===== config.mk =====
export PLATFORM = sky130hd
export DESIGN_NAME = sram_march_bist_flat
export DESIGN_NICKNAME = d
export VERILOG_FILES = /design/src/rtl/sram_march_bist_if.sv /design/src/rtl/sram_march_bist.sv /design/src/flat_wrapper.sv
export SDC_FILE = /design/constraint.sdc
export NUM_CORES = 1
export LEC_CHECK = 0
export ABC_AREA = 1
export CAP_MARGIN = 0
export CORE_UTILIZATION = 25
export DETAILED_ROUTE_END_ITERATION = 10
export GPL_TIMING_DRIVEN = 0
export MAX_ROUTING_LAYER = met4
export PLACE_DENSITY = 0.47
export SYNTH_ARGS = -nofsm -noshare
export SYNTH_HDL_FRONTEND = slang
export SYNTH_SLANG_ARGS = --single-unit

===== constraint.sdc =====
create_clock -name clk_i -period 5.75 [get_ports clk_i]
set_input_delay 0.8625 -clock clk_i [delete_from_list [all_inputs] [get_ports clk_i]]
set_output_delay 0.8625 -clock clk_i [all_outputs]
set_load 0.03 [all_outputs]

===== src/rtl/sram_march_bist_if.sv =====
// Memory port between the march BIST initiator and the SRAM wrapper:
// request/grant address phase plus rvalid/rready response phase with complement parity.
interface sram_march_bist_if #(
    parameter int DATA_WIDTH = 32,
    parameter int AW         = 10
);
    logic                    req_o;
    logic                    we_o;
    logic                    rready_o;
    logic [AW-1:0]           addr_o;
    logic [DATA_WIDTH-1:0]   wdata_o;
    logic [DATA_WIDTH/8-1:0] be_o;
    logic [DATA_WIDTH-1:0]   rdata_i;
    logic                    gnt_i;
    logic                    gntpar_i;
    logic                    rvalid_i;
    logic                    rvalidpar_i;

    modport master (
        output req_o, we_o, rready_o, addr_o, wdata_o, be_o,
        input  rdata_i, gnt_i, gntpar_i, rvalid_i, rvalidpar_i
    );

    modport slave (
        input  req_o, we_o, rready_o, addr_o, wdata_o, be_o,
        output rdata_i, gnt_i, gntpar_i, rvalid_i, rvalidpar_i
    );
endinterface


===== src/rtl/sram_march_bist.sv =====
// Four-phase march BIST initiator: W(Z) up, R(Z)W(O) up, R(O)W(Z) down, R(Z) up,
// one outstanding transaction, with parity, timeout and first-failure capture.
module sram_march_bist #(
    parameter int  DATA_WIDTH     = 32,
    parameter int  NUM_WORDS      = 1024,
    parameter int  TIMEOUT_CYCLES = 16,
    localparam int AW             = $clog2(NUM_WORDS)
) (
    input  logic             clk_i,
    input  logic             rst_ni,
    input  logic             start_i,
    output logic             busy_o,
    output logic             done_o,
    output logic             fail_o,
    output logic             perr_o,
    output logic             timeout_o,
    output logic [AW-1:0]    fail_addr_o,
    output logic [1:0]       fail_phase_o,
    sram_march_bist_if.master mem
);
    localparam int            CW      = $clog2(TIMEOUT_CYCLES + 1);
    localparam logic [AW-1:0] LAST    = AW'(NUM_WORDS - 1);
    localparam logic [CW-1:0] CNT_LIM = CW'(TIMEOUT_CYCLES - 1);

    typedef enum logic [2:0] {IDLE, REQ, WAIT, TOUT, DONE} state_t;

    state_t                state, state_n;
    logic [1:0]            phase, phase_n;
    logic                  rd, rd_n;
    logic [CW-1:0]         cnt, cnt_n;
    logic                  busy_n, done_n, fail_n, perr_n, tout_n;
    logic [AW-1:0]         fail_addr_n;
    logic [1:0]            fail_phase_n;
    logic                  req, req_n, we, we_n, rready, rready_n;
    logic [AW-1:0]         addr, addr_n;
    logic [DATA_WIDTH-1:0] wdata, wdata_n;
    logic                  perr_evt, tout_evt, miss_evt, finish, last_op;
    logic [1:0]            nx_phase;
    logic                  nx_rd;
    logic [AW-1:0]         nx_addr;

    function automatic logic [DATA_WIDTH-1:0] pattern(input logic ones);
        return ones ? '1 : '0;
    endfunction

    assign mem.req_o    = req;
    assign mem.we_o     = we;
    assign mem.rready_o = rready;
    assign mem.addr_o   = addr;
    assign mem.wdata_o  = wdata;
    assign mem.be_o     = '1;

    // Successor of the current march element; P2 enters at the top address and walks down.
    always_comb begin
        nx_phase = phase;
        nx_rd    = rd;
        nx_addr  = addr;
        last_op  = 1'b0;
        case (phase)
            2'd0: begin
                if (addr == LAST) begin
                    nx_phase = 2'd1;
                    nx_addr  = '0;
                    nx_rd    = 1'b1;
                end else begin
                    nx_addr = addr + AW'(1);
                end
            end
            2'd1: begin
                if (rd) begin
                    nx_rd = 1'b0;
                end else begin
                    nx_rd = 1'b1;
                    if (addr == LAST) nx_phase = 2'd2;
                    else              nx_addr  = addr + AW'(1);
                end
            end
            2'd2: begin
                if (rd) begin
                    nx_rd = 1'b0;
                end else begin
                    nx_rd = 1'b1;
                    if (addr == '0) nx_phase = 2'd3;
                    else            nx_addr  = addr - AW'(1);
                end
            end
            default: begin
                if (addr == LAST) last_op = 1'b1;
                else              nx_addr = addr + AW'(1);
            end
        endcase
    end

    always_comb begin
        state_n      = state;
        phase_n      = phase;
        rd_n         = rd;
        cnt_n        = cnt;
        busy_n       = busy_o;
        done_n       = done_o;
        fail_n       = fail_o;
        perr_n       = perr_o;
        tout_n       = timeout_o;
        fail_addr_n  = fail_addr_o;
        fail_phase_n = fail_phase_o;
        req_n        = req;
        we_n         = we;
        rready_n     = rready;
        addr_n       = addr;
        wdata_n      = wdata;
        tout_evt     = 1'b0;
        miss_evt     = 1'b0;
        finish       = 1'b0;
        perr_evt     = busy_o && ((mem.gntpar_i == mem.gnt_i) ||
                                  (mem.rvalidpar_i == mem.rvalid_i) ||
                                  (mem.rvalid_i && state != WAIT));
        case (state)
            IDLE: begin
                if (start_i) begin
                    state_n      = REQ;
                    busy_n       = 1'b1;
                    done_n       = 1'b0;
                    fail_n       = 1'b0;
                    perr_n       = 1'b0;
                    tout_n       = 1'b0;
                    fail_addr_n  = '0;
                    fail_phase_n = '0;
                    phase_n      = 2'd0;
                    rd_n         = 1'b0;
                    addr_n       = '0;
                    we_n         = 1'b1;
                    wdata_n      = pattern(1'b0);
                    req_n        = 1'b1;
                    cnt_n        = '0;
                end
            end
            REQ: begin
                if (mem.gnt_i && !perr_evt) begin
                    state_n  = WAIT;
                    req_n    = 1'b0;
                    rready_n = 1'b1;
                    cnt_n    = '0;
                end else begin
                    cnt_n    = cnt + CW'(1);
                    tout_evt = (cnt == CNT_LIM);
                end
            end
            WAIT: begin
                miss_evt = mem.rvalid_i && rready && rd &&
                           (mem.rdata_i != pattern(phase == 2'd2));
                if (mem.rvalid_i && !perr_evt) begin
                    cnt_n = '0;
                    if (last_op) begin
                        finish = 1'b1;
                    end else begin
                        state_n  = REQ;
                        rready_n = 1'b0;
                        req_n    = 1'b1;
                        phase_n  = nx_phase;
                        rd_n     = nx_rd;
                        addr_n   = nx_addr;
                        we_n     = !nx_rd;
                        wdata_n  = pattern(nx_phase == 2'd1);
                    end
                end else begin
                    cnt_n    = cnt + CW'(1);
                    tout_evt = (cnt == CNT_LIM);
                end
            end
            TOUT:    finish  = 1'b1;
            DONE:    state_n = IDLE;
            default: state_n = IDLE;
        endcase

        // Every raised flag is recorded; parity and mismatch abort straight to DONE,
        // a lone timeout spends one cycle in TOUT so the flag leads done_o.
        if (perr_evt) perr_n = 1'b1;
        if (tout_evt) tout_n = 1'b1;
        if (miss_evt) begin
            fail_n       = 1'b1;
            fail_addr_n  = addr;
            fail_phase_n = phase;
        end
        if (perr_evt || miss_evt || finish) begin
            state_n  = DONE;
            busy_n   = 1'b0;
            done_n   = 1'b1;
            req_n    = 1'b0;
            rready_n = 1'b0;
            cnt_n    = '0;
        end else if (tout_evt) begin
            state_n  = TOUT;
            req_n    = 1'b0;
            rready_n = 1'b0;
        end
    end

    always_ff @(posedge clk_i or negedge rst_ni) begin
        if (!rst_ni) begin
            state        <= IDLE;
            phase        <= 2'd0;
            rd           <= 1'b0;
            cnt          <= '0;
            busy_o       <= 1'b0;
            done_o       <= 1'b0;
            fail_o       <= 1'b0;
            perr_o       <= 1'b0;
            timeout_o    <= 1'b0;
            fail_addr_o  <= '0;
            fail_phase_o <= '0;
            req          <= 1'b0;
            we           <= 1'b0;
            rready       <= 1'b0;
            addr         <= '0;
            wdata        <= '0;
        end else begin
            state        <= state_n;
            phase        <= phase_n;
            rd           <= rd_n;
            cnt          <= cnt_n;
            busy_o       <= busy_n;
            done_o       <= done_n;
            fail_o       <= fail_n;
            perr_o       <= perr_n;
            timeout_o    <= tout_n;
            fail_addr_o  <= fail_addr_n;
            fail_phase_o <= fail_phase_n;
            req          <= req_n;
            we           <= we_n;
            rready       <= rready_n;
            addr         <= addr_n;
            wdata        <= wdata_n;
        end
    end
endmodule


===== src/flat_wrapper.sv =====
// flat-port wrapper written by rule: the top's interface ports become plain ports
module sram_march_bist_flat 
#(
    parameter int  DATA_WIDTH     = 32,
    parameter int  NUM_WORDS      = 1024,
    parameter int  TIMEOUT_CYCLES = 16,
    localparam int AW             = $clog2(NUM_WORDS)
)
  (clk_i, rst_ni, start_i, busy_o, done_o, fail_o, perr_o, timeout_o, fail_addr_o, fail_phase_o, mem_req_o, mem_we_o, mem_rready_o, mem_addr_o, mem_wdata_o, mem_be_o, mem_rdata_i, mem_gnt_i, mem_gntpar_i, mem_rvalid_i, mem_rvalidpar_i);
  sram_march_bist_if #(.DATA_WIDTH(DATA_WIDTH)) mem_i ();
  input  logic clk_i;
  input  logic rst_ni;
  input  logic start_i;
  output logic busy_o;
  output logic done_o;
  output logic fail_o;
  output logic perr_o;
  output logic timeout_o;
  output logic [AW-1:0] fail_addr_o;
  output logic [1:0] fail_phase_o;
  output wire logic [$bits(mem_i.req_o)-1:0] mem_req_o;
  output wire logic [$bits(mem_i.we_o)-1:0] mem_we_o;
  output wire logic [$bits(mem_i.rready_o)-1:0] mem_rready_o;
  output wire logic [$bits(mem_i.addr_o)-1:0] mem_addr_o;
  output wire logic [$bits(mem_i.wdata_o)-1:0] mem_wdata_o;
  output wire logic [$bits(mem_i.be_o)-1:0] mem_be_o;
  input wire logic [$bits(mem_i.rdata_i)-1:0] mem_rdata_i;
  input wire logic [$bits(mem_i.gnt_i)-1:0] mem_gnt_i;
  input wire logic [$bits(mem_i.gntpar_i)-1:0] mem_gntpar_i;
  input wire logic [$bits(mem_i.rvalid_i)-1:0] mem_rvalid_i;
  input wire logic [$bits(mem_i.rvalidpar_i)-1:0] mem_rvalidpar_i;
  assign mem_req_o = mem_i.req_o;
  assign mem_we_o = mem_i.we_o;
  assign mem_rready_o = mem_i.rready_o;
  assign mem_addr_o = mem_i.addr_o;
  assign mem_wdata_o = mem_i.wdata_o;
  assign mem_be_o = mem_i.be_o;
  assign mem_i.rdata_i = mem_rdata_i;
  assign mem_i.gnt_i = mem_gnt_i;
  assign mem_i.gntpar_i = mem_gntpar_i;
  assign mem_i.rvalid_i = mem_rvalid_i;
  assign mem_i.rvalidpar_i = mem_rvalidpar_i;
  sram_march_bist #(.DATA_WIDTH(DATA_WIDTH), .NUM_WORDS(NUM_WORDS), .TIMEOUT_CYCLES(TIMEOUT_CYCLES)) u_core (.clk_i(clk_i), .rst_ni(rst_ni), .start_i(start_i), .busy_o(busy_o), .done_o(done_o), .fail_o(fail_o), .perr_o(perr_o), .timeout_o(timeout_o), .fail_addr_o(fail_addr_o), .fail_phase_o(fail_phase_o), .mem(mem_i));
endmodule

# Yosys cells after proc, flatten, opt, wreduce, memory -nomap -nowiden
# Cells that the tools add are included.
# totals
reg_bits	73
in_bits	39
# classes
n_eq_ne	24
reduce_logical	40
add_sub_neg	3
mux	81
# op_table
op	n
32-bit 2-to-1 mux	5
10-bit 2-to-1 mux	10
32-bit one-hot mux with 2 select lines	1
1-bit 2-to-1 mux	32
32-bit inequality test	1
10-bit one-hot mux with 3 select lines	1
2-bit 2-to-1 mux	10
5-bit 2-to-1 mux	4
10-bit one-hot mux with 2 select lines	1
3-bit 2-to-1 mux	6
2-bit nonzero test	9
5-bit one-hot mux with 3 select lines	1
1-bit one-hot mux with 2 select lines	6
3-bit one-hot mux with 4 select lines	1
10-bit by 1-bit adder with 10-bit output (second input constant)	1
10-bit == test (second input constant)	1
10-bit logical NOT	1
2-bit AND reduction	5
5-bit AND reduction	2
10-bit by 1-bit subtractor with 10-bit output (second input constant)	1
3-bit inequality test (second input constant)	3
4-bit by 1-bit inequality test with 1-bit output (second input constant)	2
4-bit AND reduction	2
4-bit nonzero test	2
other kinds (25)	40

# Depth between registers and ports, before layout
# Gate-level depths: netlist of run 1.
# depth
word_depth	11
ltp_mapped	15
depth_no_buf	14

# Worst setup path before layout of run 1
# OpenSTA, ideal clock, no wires.
# synth_timing
path_type	reg-to-output
startpoint	register, netlist name u_core.mem.wdata_o[30]
endpoint	output mem_wdata_o[10]
stages_incl_launch_ff	2
t_arrival_ns	1.244
required_ns	4.888
path_slack_ns	3.643
path_buffers	1
cell_sequence	dfrtp_1 buf_4
# synth_lines
item	line	source
to (decl)	flat_wrapper.sv:25	output wire logic [$bits(mem_i.wdata_o)-1:0] mem_wdata_o;

==> impl_metrics.csv, run 1 <==
group,metric,value,unit
run_status,outcome,"complete, no violations",
synthesis,synth_top_family_by_area,"simple AND/OR/NAND/NOR gates",
hold_path,min_path_type,"flip-flop to flip-flop",
worst_setup_path,crit_path_max_incr_delay,950,ps
layout,area_growth,43.6,%
synthesis,synth_cells,461,
global_route,grt_max_degree,34,
power,clkPwrFrac,0.252,
global_route,grtUsageMet2,0.233,
placement,postPlaceCellArea,4480,µm²
sta,finalCritPeriodShare,0.522,
placement,gp_congestion,0.820,
drt,firstDrtPassIters,4,
synthesis,syn_area_per_cell,7.01,µm²
sta,final.setup.tns,0,ps
synthesis,synth.cell_area,3230,µm²
global_route,overflow,0,
clock_tree,holdBufCountCts,0,
clock_tree,cts_made_buffers,5,
power,comb_power_share,0.455,
power,ir_worst_vdd,145,µV
clock_tree,clkLatencyLatePin,290,ps
sta,slew_headroom,0.380,
clock_tree,htree_levels,2,
placement,dpl.hpwl,7.05,mm
power,power.internal,756,µW
drt,wire_per_inst,11.8,µm
sta,fmax,333,MHz
die,die_area,13400,µm²
clock_tree,cts.sinks,42,
die,die_w,116,µm
synthesis,synth_cell_types,38,
drt,via_per_inst,4.44,
synthesis,synth-seq-area-share,0.325,
sta,skew,7.98,ps
drt,drcViolationCount,0,
sta,slew_violations,0,
layout,final_cells,745,
clock_tree,clockBufferDepth,2,
synthesis,synth_mux_area_frac,0,
sta,hold_viol,0,
clock_tree,cts-root-buf,"clkbuf_16",
layout,layout-drive-gt1-share,0.134,
synthesis,synth-xor-area-share,0.0108,
worst_setup_path,crit_fanout,33,
worst_setup_path,r2r_cells,13,
global_route,globalRouteMet3Util,0.0146,
die,coreArea,12600,µm²
synthesis,synth-seq-cells,42,
power,power.switching,534,µW
sta,fin_crit,3000,ps
sta,setup_viol,0,
power,power.density,278,nW/µm²
placement,place.port_buffers,100,
die,start_util,0.256,
global_route,grt.busiest_layer,"met2",
worst_setup_path,end_kind,"output port",
clock_tree,tritoncts,"done",
layout,n_fill_cell,1361,
power,swShare,0.414,
synthesis,synthAdderAreaFrac,0.0387,
sta,rsz0062_at_grt,"false",
placement,dp.cells,737,
layout,diodes,0,
layout,nNetsFinal,621,
global_route,grt_usage,0.139,
worst_setup_path,startpoint_type,"flip-flop",
clock_tree,path_clk_slew,60,ps
sta,tightestPinTransition,930,ps
global_route,grt_first_pass_wirelength,14.4,mm
synthesis,synth-compound-area-share,0.123,
die,die_y,116,µm
worst_setup_path,cp_slowest_cell,"dfrtp_1",
global_route,first_global_vias,3088,
drt,finalWirelength,8.80,mm
global_route,antenna_found_initial,0,
layout,stdcell_area,4640,µm²
power,power_frac_seq,0.292,
worst_setup_path,cp.arrival,2140,ps
clock_tree,cts_resized,0,
die,ios,105,
die,rows,41,
synthesis,yosys.area_share.simple,0.347,
hold_path,min_path_cells,2,
drt,via_count,3305,
drt,ant_nets,0,
synthesis,yosys_warnings,0,
worst_setup_path,crit_type,"flip-flop to output port",
global_route,grtUsageMet1,0.176,
clock_tree,postCtsSetupBuffers,0,
drt,first_iter_violations,227,
job,maxCapViolations,0,
worst_setup_path,crit_required,4890,ps
worst_setup_path,path_cells,"buf_4 > clkdlybuf4s50_1",
power,p_leak,0.00212,µW
## worst max-delay path: cells and delay by family (launching register included)
family                 cells  cell delay [ps]
buffers and inverters      2              900
flip-flops                 1              950
## cells in the final DEF (no fill, tap or decap), drive strengths merged
cell type and instances:
a21boi 1, o21bai 1, ha 10, clkinvlp 1, nand2 115, inv 47, clkbuf 9, a21oi 19
clkdlybuf4s50 99, o21a 5, nor2 57, conb 4, nor3 9, nand4 11, dfrtp 42, buf 43
nand3b 6, and3 1, or2 4, a22oi 1, a31oi 1, o22ai 3, clkinv 1, bufinv 1
nand3 37, o21ai 41, xor2 4
## layout make-up
class                           instances  area (µm²)  share of cell area
Inverter                               48         180              0.0388
Multi-Input combinational cell        330        1690               0.365
Buffer                                 44         319              0.0687
Timing Repair Buffer                  101        1020               0.219
Tap cell                              172         215              0.0464
Sequential cell                        42        1050               0.226
Clock buffer                            6         129              0.0278
Clock inverter                          2        37.5             0.00809
## state kept, by name, indices dropped and copies added, names as in the netlist, 2 cells and up
register and count:
u_core.state 3, u_core.cnt 5, u_core.phase 2, u_core.mem.addr_o 10
u_core.fail_addr_o 10, u_core.fail_phase_o 2
## cell usage after synthesis, drive strengths merged
| cell | number | area [µm²] |
|---|---|---|
| o22ai | 3 | 18.8 |
| a21oi | 19 | 95.1 |
| nor3 | 9 | 45.0 |
| buf | 41 | 307 |
| o21a | 5 | 37.5 |
| ha | 10 | 125 |
| o21ai | 41 | 213 |
| and3 | 1 | 6.26 |
| nand4 | 11 | 68.8 |
| or2 | 4 | 25.0 |
| nand3b | 6 | 45.0 |
| clkbuf | 3 | 12.5 |
| a31oi | 1 | 6.26 |
| inv | 47 | 176 |
| a21boi | 1 | 7.51 |
| conb | 1 | 3.75 |
| o21bai | 1 | 11.3 |
| nor2 | 57 | 260 |
| clkinv | 1 | 3.75 |
| xor2 | 4 | 35.0 |
| nand3 | 37 | 208 |
| a22oi | 1 | 7.51 |
| dfrtp | 42 | 1050 |
| nand2 | 115 | 464 |
## through the flow
step	utilization	worst slack (ps)	hold slack [ps]	total power, µW
after floorplan	-	3640	480	789
after global placement	0.353	2590	467	969
after detailed placement	0.355	2890	472	975
after CTS	0.368	2690	486	1310
after global routing	0.368	2560	513	1390
final	0.368	2750	481	1290
## final timing paths
check / startpoint / to / slack (ps)
hold / removal: u_core.timeout_o / u_core.timeout_o / 480
max in group asynchronous: rst_ni / u_core.timeout_o / 4710
setup reg to reg: u_core.phase[0] / u_core.mem.addr_o[5] / 3340
hold reg to reg: u_core.timeout_o / u_core.timeout_o / 480
min in group asynchronous: rst_ni / u_core.mem.addr_o[1] / 530
setup / recovery: u_core.mem.wdata_o[30] / mem_wdata_o[16] / 2750
## kinds of logic after synthesis
family	count (synthesis)
AO/OA/AOI/OAI	72
XOR/XNOR	4
adder cells (fa/ha/maj)	10
buffers and inverters	92
flip-flops	42
other	1
AND/OR/NAND/NOR	240
## routing by layer
layer / wire length [µm] / share of wire / vias up
met4: 115 / 0.013 / 0
met2: 3980 / 0.45 / 104
met5: 0 / 0 / -
li1: - / - / 1690
met3: 475 / 0.054 / 8
met1: 4230 / 0.48 / 1503
## power groups by stage
stage               Combinational (µW)  Sequential (µW)  Clock, µW
floorplan                          367              421          0
global placement                   588              381          0
detailed placement                 592              383          0
CTS                                596              378        334
global route                       662              382        342
finish                             587              377        326
Note: power is estimated with default switching activity, not from simulation.
==> inputs of run 2 (changes only) <==
==> constraint.sdc (replaced) <==
create_clock -name clk_i -period 2.9 [get_ports clk_i]
set_input_delay 0.435 -clock clk_i [delete_from_list [all_inputs] [get_ports clk_i]]
set_output_delay 0.435 -clock clk_i [all_outputs]
set_load 0.03 [all_outputs]
==> results of run 2 <==
The final DEF is identical to that of run 1. Status: complete, no violations.
Main changes from that run: setup slack after placement 2890 ps -> 471 ps; clock-pin slew on the worst setup and hold paths 60 ps -> 70 ps; setup slack after layout 2750 ps -> 325 ps; hold slack 481 ps -> 106 ps; register-to-register setup slack 3340 ps -> 490 ps; total power 1290 µW -> 2560 µW; worst IR drop on VDD 145 µV -> 288 µV
